--- config.mk ---
export PLATFORM = sky130hd
export DESIGN_NAME = block_unpack_fifo
export DESIGN_NICKNAME = d
export VERILOG_FILES = /design/src/rtl/block_unpack_fifo.sv
export SDC_FILE = /design/constraint.sdc
export NUM_CORES = 1
export LEC_CHECK = 0
export ABC_AREA = 1
export CORE_UTILIZATION = 35
export CTS_CLUSTER_SIZE = 10
export DETAILED_ROUTE_END_ITERATION = 10
export PLACE_DENSITY = 0.63
export SETUP_SLACK_MARGIN = 0.3
export SYNTH_ARGS = -nofsm -noshare
export SYNTH_HDL_FRONTEND = slang
export SYNTH_SLANG_ARGS = --single-unit
--- constraint.sdc ---
create_clock -name clk -period 6.9 [get_ports clk]
set_input_delay 1.035 -clock clk [delete_from_list [all_inputs] [get_ports clk]]
set_output_delay 1.035 -clock clk [all_outputs]
set_load 0.05 [all_outputs]
--- src/rtl/block_unpack_fifo.sv ---
// block_unpack_fifo
//   A FIFO that stores whole BLOCK_W-bit blocks and returns them one
//   WORD_W-bit word at a time. Word order within a block is chosen by
//   MSW_FIRST. A block slot is freed only after its last word is read.
//
// Parameters
//   BLOCK_W   input block width (integer multiple of WORD_W)
//   WORD_W    output word width (BLOCK_W/WORD_W >= 2)
//   DEPTH     number of block slots (power of 2, >= 2)
//   MSW_FIRST 1 = most-significant word first, 0 = least-significant first
//
// Ports
//   clk          sole clock, rising edge
//   n_rst        synchronous active-low reset
//   write_en     push one block (ignored while fifo_full)
//   data_in      block to push
//   read_en      pop one word (ignored while fifo_empty)
//   data_out     registered last-popped word
//   fifo_empty   no words available
//   fifo_full    all DEPTH slots occupied
//   block_count  occupied slots, including a partially read head block
//
// Optional build macro FIFO_OUT_ERR_EN adds:
//   err_clr      clears the sticky error flags
//   overflow     sticky, set by a rejected write
//   underflow    sticky, set by a rejected read

module block_unpack_fifo #(
  parameter int BLOCK_W   = 128,
  parameter int WORD_W    = 32,
  parameter int DEPTH     = 4,
  parameter int MSW_FIRST = 1
) (
  input  logic                         clk,
  input  logic                         n_rst,
  input  logic                         write_en,
  input  logic [BLOCK_W-1:0]           data_in,
  input  logic                         read_en,
`ifdef FIFO_OUT_ERR_EN
  input  logic                         err_clr,
  output logic                         overflow,
  output logic                         underflow,
`endif
  output logic [WORD_W-1:0]            data_out,
  output logic                         fifo_empty,
  output logic                         fifo_full,
  output logic [$clog2(DEPTH+1)-1:0]   block_count
);

  localparam int NWORDS = BLOCK_W / WORD_W;
  localparam int AW     = $clog2(DEPTH);
  localparam int WI     = $clog2(NWORDS);
  localparam int CW     = $clog2(DEPTH + 1);

  localparam logic [WI-1:0] LAST_IDX = WI'(NWORDS - 1);
  localparam logic [CW-1:0] FULL_CNT = CW'(DEPTH);

  // Block storage; not reset, the pointers define what is valid.
  logic [BLOCK_W-1:0] mem_q [DEPTH];

  logic [AW-1:0]     head_q, head_d;
  logic [AW-1:0]     tail_q, tail_d;
  logic [WI-1:0]     widx_q, widx_d;
  logic [CW-1:0]     count_q, count_d;
  logic [WORD_W-1:0] dout_q, dout_d;

  logic wr_acc;
  logic rd_acc;
  logic rd_last;

  logic [BLOCK_W-1:0] head_block;
  logic [WORD_W-1:0]  head_words [NWORDS];
  logic [WI-1:0]      sel_idx;

  // Status is derived purely from the registered count.
  assign fifo_empty  = (count_q == '0);
  assign fifo_full   = (count_q == FULL_CNT);
  assign block_count = count_q;
  assign data_out    = dout_q;

  assign wr_acc  = write_en && !fifo_full;
  assign rd_acc  = read_en && !fifo_empty;
  assign rd_last = rd_acc && (widx_q == LAST_IDX);

  // Slice the head block into words; word gi sits at bits gi*WORD_W.
  assign head_block = mem_q[head_q];
  generate
    for (genvar gi = 0; gi < NWORDS; gi++) begin : g_words
      assign head_words[gi] = head_block[gi*WORD_W +: WORD_W];
    end
  endgenerate

  // The word index counts reads; map it to a physical word position.
  generate
    if (MSW_FIRST != 0) begin : g_msw
      assign sel_idx = LAST_IDX - widx_q;
    end else begin : g_lsw
      assign sel_idx = widx_q;
    end
  endgenerate

  always_comb begin
    head_d  = head_q;
    tail_d  = tail_q;
    widx_d  = widx_q;
    count_d = count_q;
    dout_d  = dout_q;

    if (wr_acc) begin
      tail_d = tail_q + 1'b1;  // DEPTH is a power of 2: natural wrap
    end

    if (rd_acc) begin
      dout_d = head_words[sel_idx];
      if (rd_last) begin
        widx_d = '0;
        head_d = head_q + 1'b1;
      end else begin
        widx_d = widx_q + 1'b1;
      end
    end

    // A block enters on an accepted write and leaves on its last-word read.
    case ({wr_acc, rd_last})
      2'b10:   count_d = count_q + 1'b1;
      2'b01:   count_d = count_q - 1'b1;
      default: count_d = count_q;
    endcase
  end

  always_ff @(posedge clk) begin
    if (!n_rst) begin
      head_q  <= '0;
      tail_q  <= '0;
      widx_q  <= '0;
      count_q <= '0;
      dout_q  <= '0;
    end else begin
      head_q  <= head_d;
      tail_q  <= tail_d;
      widx_q  <= widx_d;
      count_q <= count_d;
      dout_q  <= dout_d;
    end
  end

  always_ff @(posedge clk) begin
    if (n_rst && wr_acc) begin
      mem_q[tail_q] <= data_in;
    end
  end

`ifdef FIFO_OUT_ERR_EN
  logic overflow_q, overflow_d;
  logic underflow_q, underflow_d;

  // A new error on the clearing edge wins over err_clr.
  always_comb begin
    overflow_d  = (overflow_q  && !err_clr) || (write_en && fifo_full);
    underflow_d = (underflow_q && !err_clr) || (read_en  && fifo_empty);
  end

  always_ff @(posedge clk) begin
    if (!n_rst) begin
      overflow_q  <= 1'b0;
      underflow_q <= 1'b0;
    end else begin
      overflow_q  <= overflow_d;
      underflow_q <= underflow_d;
    end
  end

  assign overflow  = overflow_q;
  assign underflow = underflow_q;
`endif

endmodule

==> results by group, run 1 <==
Finish
  – Final instance area: 27920 um2
  – Synthesis-to-layout area growth: 18.45%
  – Diode count: 0
  – Total Nets Final: 2577
  – Share of layout cells above drive strength 1: 5.747%
  – Post-Layout Cell Count: 3335
  – Post-Route Utilization: 42.17%

Floorplanning
  – Io pins: 169
  – Die area: 68400 um2
  – Chip Height: 261.5 um
  – Core Area: 66220 um2
  – Die X: 261.5 um
  – Rows: 94
  – Initial core utilization: 35.60%

Logic synthesis
  – Syn_nets: 2434
  – Synth top area share: 65.22%
  – Number of synthesized register bits: 555
  – Sequential fraction of the synthesis area: 68.87%
  – Post-synth top cells: nand2_1 (643), edfxtp_1 (512), inv_1 (429), nand3_1 (355), nor2_1 (104)
  – Number of synthesized flops with an enable pin: 512
  – Cell taking the most area after synthesis: edfxtp_1
  – Avg Synthesized Cell Area: 10.27 um2
  – Count leader, synth: nand2_1
  – Ys async rst share: 0%
  – Area of the mapped netlist: 23580 um2
  – Mapped Cells: 2295
  – Post-synth top flop: edfxtp_1
  – Synth unique cells: 23
  – Synth area leaders: edfxtp_1 (65%), nand2_1 (10%), nand3_1 (7.5%)
  – Ys Warns: 0

Global routing
  – Vias in the first global route: 15460
  – Total gr overflow: 0
  – First-pass GRT wire length: 92040 um
  – Largest net degree at the start of global routing: 129
  – Antenna violations before repair: 4
  – GRT Total Usage: 18.06%

Worst hold path
  – Hold Path Class: reg -> reg
  – Worst Hold Launch: head_q[0]
  – End of the worst hold path: head_q[0]
  – Hold depth: 1

Drt
  – Initial drt markers: 1366
  – Pre-Repair DR Iteration Count: 5
  – Via Count: 15930
  – DRC viols: 0
  – Total routed wirelength: 61470 um
  – Post-route ant nets: 0
  – Routed WL per cell: 18.43 um
  – Vias per Instance: 4.776

Critical path
  – CP required: 7.11 ns
  – CP max stage delay: 0.67 ns
  – Most frequent CP cell: buf_4
  – Critical path capture point type: flip-flop
  – Reg-to-reg setup timing slack: 3.81 ns
  – CP arrival: 3.56 ns
  – Slowest CP cell: buf_4
  – Worst reg2reg path depth: 9
  – FF-to-FF End: data_out[1]
  – CP cell instances: clkdlybuf4s50_1, nand3_1, nor2_4, buf_4, buf_4
  – Crit Path Class: in -> reg
  – CP Max Fanout: 42
  – CP Launch Type: input pin

Timing
  – Setup TNS: 0 ns
  – Final-report max-slew violation count: 0
  – Fin crit share: 48.55%
  – RSZ-0062 raised after global routing: no
  – Worst relative slew slack: 16.91%
  – Final hold vios: 0
  – FMAX: 298.5 MHz
  – Final worst path period need: 3.350 ns
  – Final Skew: 0.03578 ns
  – Final Setup Violations: 0
  – Final hold slack: 0.4933 ns
  – Slew @ Worst Pin: 1.246 ns
  – Final worst setup slack: 3.550 ns

Status
  – Status: completed

Power and ir drop
  – Comb pwr share: 7.5%
  – Overall power: 7.554 mW
  – Leakage: 11.50 nW
  – Power density over the cells: 270.5 nW/um2
  – Sequential power share: 50.8%
  – Worst VDD drop: 157.0 uV
  – Clock power share: 41.7%
  – Sw Ratio: 22.90%
  – Psw: 1.730 mW
  – Total internal power: 5.825 mW

Placed design
  – Area post-placement: 26000 um2
  – HPWL Detailed: 37260 um
  – Post-Place Setup Slack: 2.973 ns
  – Placed Cells: 3233
  – Gp weighted congestion: 0.8671
  – Number of port buffers: 168

Clock network
  – CTS clk-pin slew, worst paths: 0.05 ns
  – Setup bufs post-CTS: 0
  – Clock Sinks: 555
  – CTS root buffer: clkbuf_16
  – Clk_lat worst skew: 0.61 ns
  – Max Root-Sink Buffers: 3
  – # hold bufs at CTS: 0
  – CTS H-Tree Depth: 3
  – Post-CTS sizing: 0
  – CTS tree: built
  – CTS buffer count: 67

Flow run
  – Maxcap violations: 0
## sequential cells by signal, indices dropped and copies added, names as in the netlist, named ones only
| register | cells |
|---|---|
| widx_q | 2 |
| tail_q | 2 |
| head_q | 2 |
| block_count | 3 |
| mem_q | 512 |
| data_out | 32 |
## kinds of logic after synthesis
kind of cell	synth area share [%]
buffers and inverters	9.261
adders and majority gates	0.4033
DFF	68.87
xor gates and xnor gates	0.03716
and+or+nand+nor	20.31
AOI/OAI and AO/OA	1.125
## power groups by stage
| stage | clock (mW) | combinational [mW] | sequential (mW) |
|---|---|---|---|
| 2_1_floorplan | 0 | 0.217 | 3.97 |
| 3_3_place_gp | 0 | 0.561 | 3.90 |
| 3_5_place_dp | 0 | 0.569 | 3.90 |
| 4_1_cts | 3.21 | 0.571 | 3.84 |
| 5_1_grt | 3.34 | 0.611 | 3.84 |
| 6_report | 3.15 | 0.564 | 3.84 |
## cell type report
cell class                      count  area [um2]
Clock buffer                       94        1842
Tap cell                          864        1081
Clock inverter                      8       81.33
Timing Repair Buffer              185        1847
Inverter                          434        1640
Fill cell                        6106       38290
Sequential cell                   555       16240
Multi-Input combinational cell   1195        5189
## critical path, delay by kind of cell
| kind | cells | cell delay [ns] |
|---|---|---|
| buffers and inverters | 3 | 1.86 |
| and+or+nand+nor | 2 | 0.60 |
## how the worst max path moves through the flow
stage	start	slack [ns]	end	cells after the start
6_report	n_rst	3.55	mem_q[1][28]	5
3_5_place_dp	n_rst	2.97	mem_q[1][94]	5
4_1_cts	n_rst	3.59	mem_q[1][28]	5
2_1_floorplan	n_rst	-0.37	mem_q[0][0]	3
3_3_place_gp	n_rst	3.02	mem_q[1][64]	5
5_1_grt	n_rst	3.42	mem_q[1][30]	5
## layer usage
layer	vias to the layer above	track usage [%]	share of wire, %
met5	-	0	0.083
met4	8	6.799	2.7
met1	7638	23.67	42
met2	585	29.72	48
li1	7615	-	-
met3	83	3.368	7.2
## placed cells by master, fill, tap and decap left out
master,instances
o211a_1,1
dfxtp_1,40
inv_1,427
nand2_2,1
clkinv_1,1
nor2_2,1
buf_4,14
a21oi_1,42
dfxtp_2,1
nor2_1,99
clkdlybuf4s50_1,168
ha_1,6
nor2_4,4
clkinv_2,2
clkbuf_16,70
inv_2,3
clkinv_8,2
fa_1,1
or2_2,32
nand2_1,643
xor2_1,1
clkinv_4,1
buf_12,3
clkbuf_1,24
edfxtp_1,512
o21ai_0,9
inv_6,6
nand3_1,355
dfxtp_4,2
Power figures use the tool's default switching activity.
==> run 2, diff against run 1 <==
==> constraint.sdc (replaced) <==
create_clock -name clk -period 2.7 [get_ports clk]
set_input_delay 0.405 -clock clk [delete_from_list [all_inputs] [get_ports clk]]
set_output_delay 0.405 -clock clk [all_outputs]
set_load 0.05 [all_outputs]
==> run 2 against run 1 <==
Net effect: clock skew is 0.015 ns lower; largest power group unchanged; cell area is 1.5% higher; hold slack worse by 0.049 ns; wire length is 2.2% lower; via count hardly changed; core utilization is 0.62 points higher; critical endpoint is now data_out[29].
==> results by group, run 2 (synthesis results as in run 1) <==
Drt
  – DRC viols: 0 (unchanged)
  – Routed WL per cell: 17.88 um (-3.0%)
  – Via Count: 15920 (-0.038%)
  – Vias per Instance: 4.735 (-0.87%)
  – Post-route ant nets: 0 (unchanged)
  – Total routed wirelength: 60130 um (-2.2%)
  – Initial drt markers: 1311 (-4.0%)
  – Pre-Repair DR Iteration Count: 5 (unchanged)

Finish
  – Most frequent cells in the layout: nand2_1 (643), edfxtp_1 (512), inv_1 (427)
  – Top reg by flops: mem_q
  – Total Nets Final: 2598 (+0.81%)
  – Synthesis-to-layout area growth: 20.18%
  – Most common cell after layout, fill and taps aside: nand2_1
  – Max FFs per register: 512 (unchanged)
  – Fillers: 6056 (-0.82%)
  – Share of layout cells above drive strength 1: 6.771% (+1.0 points)
  – Final instance area: 28330 um2 (+1.5%)

Placed design
  – Area post-placement: 26380 um2 (+1.5%)
  – Number of port buffers: 168 (unchanged)
  – HPWL Detailed: 37060 um (-0.55%)
  – Gp weighted congestion: 0.8061 (-7.0%)
  – Post-Place Setup Slack: 0.3471 ns (-2.626 ns)

Global routing
  – GR Util met1: 23.54% (-0.13 points)
  – Met2 Use GR: 29.08% (-0.64 points)
  – Largest net degree at the start of global routing: 129 (unchanged)
  – Total gr overflow: 0 (unchanged)
  – First-pass GRT wire length: 90560 um (-1.6%)
  – GRT Total Usage: 17.71% (-0.35 points)
  – Met3 Usage GRT: 3.136% (-0.23 points)
  – Vias in the first global route: 15380 (-0.50%)
  – Antenna violations before repair: 7 (+3)
  – GRT Max-Usage Layer: met2

Critical path
  – Crit Path Class: reg -> out
  – CP Launch Type: flip-flop
  – CP delay by family, top: buffers and inverters
  – Reg-to-reg setup timing slack: 0.67 ns (-3.14 ns)
  – CP cell instances: clkdlybuf4s50_1
  – CP Max Fanout: 2 (-95%)
  – CP arrival: 1.94 ns (-1.62 ns)
  – CP required: 2.30 ns (-4.81 ns)
  – Slowest CP cell: clkdlybuf4s50_1
  – Buf+Inv Stages, Crit Path: 1 (-2)
  – Critical path capture point type: output port
  – CP max stage delay: 0.86 ns (+0.19 ns)

Power and ir drop
  – Power density over the cells: 680.8 nW/um2 (+150%)
  – Sw Ratio: 22.41% (-0.49 points)
  – Sequential power share: 50.8% (about the same)
  – Leakage: 11.69 nW (+1.7%)
  – Overall power: 19.29 mW (+160%)
  – Worst VDD drop: 379.1 uV (+140%)
  – Total internal power: 14.97 mW (+160%)
  – Psw: 4.323 mW (+150%)
  – Clock power share: 41.8% (about the same)
  – Comb pwr share: 7.4% (about the same)

Floorplanning
  – Core Area: 66220 um2 (unchanged)
  – Chip Height: 261.5 um (unchanged)
  – Die area: 68400 um2 (unchanged)
  – Rows: 94 (unchanged)
  – Die X: 261.5 um (unchanged)
  – Initial core utilization: 35.60% (unchanged)
  – Io pins: 169 (unchanged)

Timing
  – Worst relative slew slack: 30.06% (+13 points)
  – Final hold slack: 0.4446 ns (-0.04867 ns)
  – RSZ-0062 raised after global routing: no
  – Final hold vios: 0 (unchanged)
  – Final-report max-slew violation count: 0 (unchanged)
  – Final Setup Violations: 0 (unchanged)
  – FMAX: 427.2 MHz
  – Final Skew: 0.02077 ns (-0.01502 ns)
  – Slew @ Worst Pin: 1.049 ns (-0.1973 ns)
  – Setup TNS: 0 ns (unchanged)
  – Fin crit share: 86.70%
  – Final worst setup slack: 0.3591 ns (-3.191 ns)
  – Final worst path period need: 2.341 ns

Clock network
  – CTS clk-pin slew, worst paths: 0.05 ns (about the same)
  – CTS root buffer: clkbuf_16
  – CTS H-Tree Depth: 3 (unchanged)
  – # hold bufs at CTS: 0 (unchanged)
  – Clk_lat worst skew: 0.60 ns (about the same)
  – CTS tree: built
  – CTS buffer count: 67 (unchanged)
  – Clock Sinks: 555 (unchanged)
  – Setup bufs post-CTS: 0 (unchanged)
  – Max Root-Sink Buffers: 3 (unchanged)

Status
  – Status: completed

Flow run
  – Maxcap violations: 0 (unchanged)

Worst hold path
  – Hold Path Class: in -> reg
==> run 2: routing by layer <==
metal  vias up  part of all wire [%]
met3        94                   6.5
met5         -                 0.052
met1      7669                    43
met2       480                    48
li1       7676                     -
met4         4                   2.4
==> run 2: area by class of cell <==
cell class              count  area, um2  share of cell area (%)
diodes                      3      7.507                 0.02650
multi-input cells        1195       5214                   18.40
flip-flops and latches    555      16250                   57.37
inverters                 434       1644                   5.803
well taps                 864       1081                   3.816
repair buffers            206       2193                   7.742
clock inverters            11      106.4                  0.3754
clock buffers              95       1833                   6.470
==> run 2: power groups by stage <==
stage / logic, mW / clock network [mW] / registers [mW]
finish: 1.43 / 8.07 / 9.80
global route: 1.55 / 8.57 / 9.81
CTS: 1.44 / 8.23 / 9.79
detailed placement: 1.44 / 0 / 9.96
global placement: 1.42 / 0 / 9.96
floorplan: 0.564 / 0 / 10.1
==> run 2: worst register-to-register path, stage by stage, from the launching register on <==
cell,delay [ns]
dfxtp_2,0.36
inv_1,0.07
nand3_1,0.10
nand2_2,0.12
nor2_1,0.17
ha_1,0.16
inv_1,0.06
fa_1,0.38
a21oi_1,0.15
o21ai_0,0.11
o21ai_0,0.17
a21oi_1,0.06
==> run 2: final timing paths <==
kind	start	endpoint	cells after the start
setup reg to reg	block_count[2]	block_count[2]	11
hold / removal	data_in[121]	mem_q[2][121]	1
hold reg to reg	head_q[0]	head_q[0]	1
setup / recovery	data_out[29]	data_out[29]	1
==> run 2: metrics by stage <==
stage | std cells | utilization [%]
6_report | 3363 | 42.79
3_3_place_gp | 3254 | 39.85
5_1_grt | 3361 | 42.78
2_1_floorplan | 2295 | -
4_1_cts | 3360 | 42.77
3_5_place_dp | 3254 | 39.85
==> run 2: repair_timing <==
action,in CTS,in global routing
resized for setup,1,1
endpoints found under the setup margin,1,1
endpoints found under the hold margin,0,0
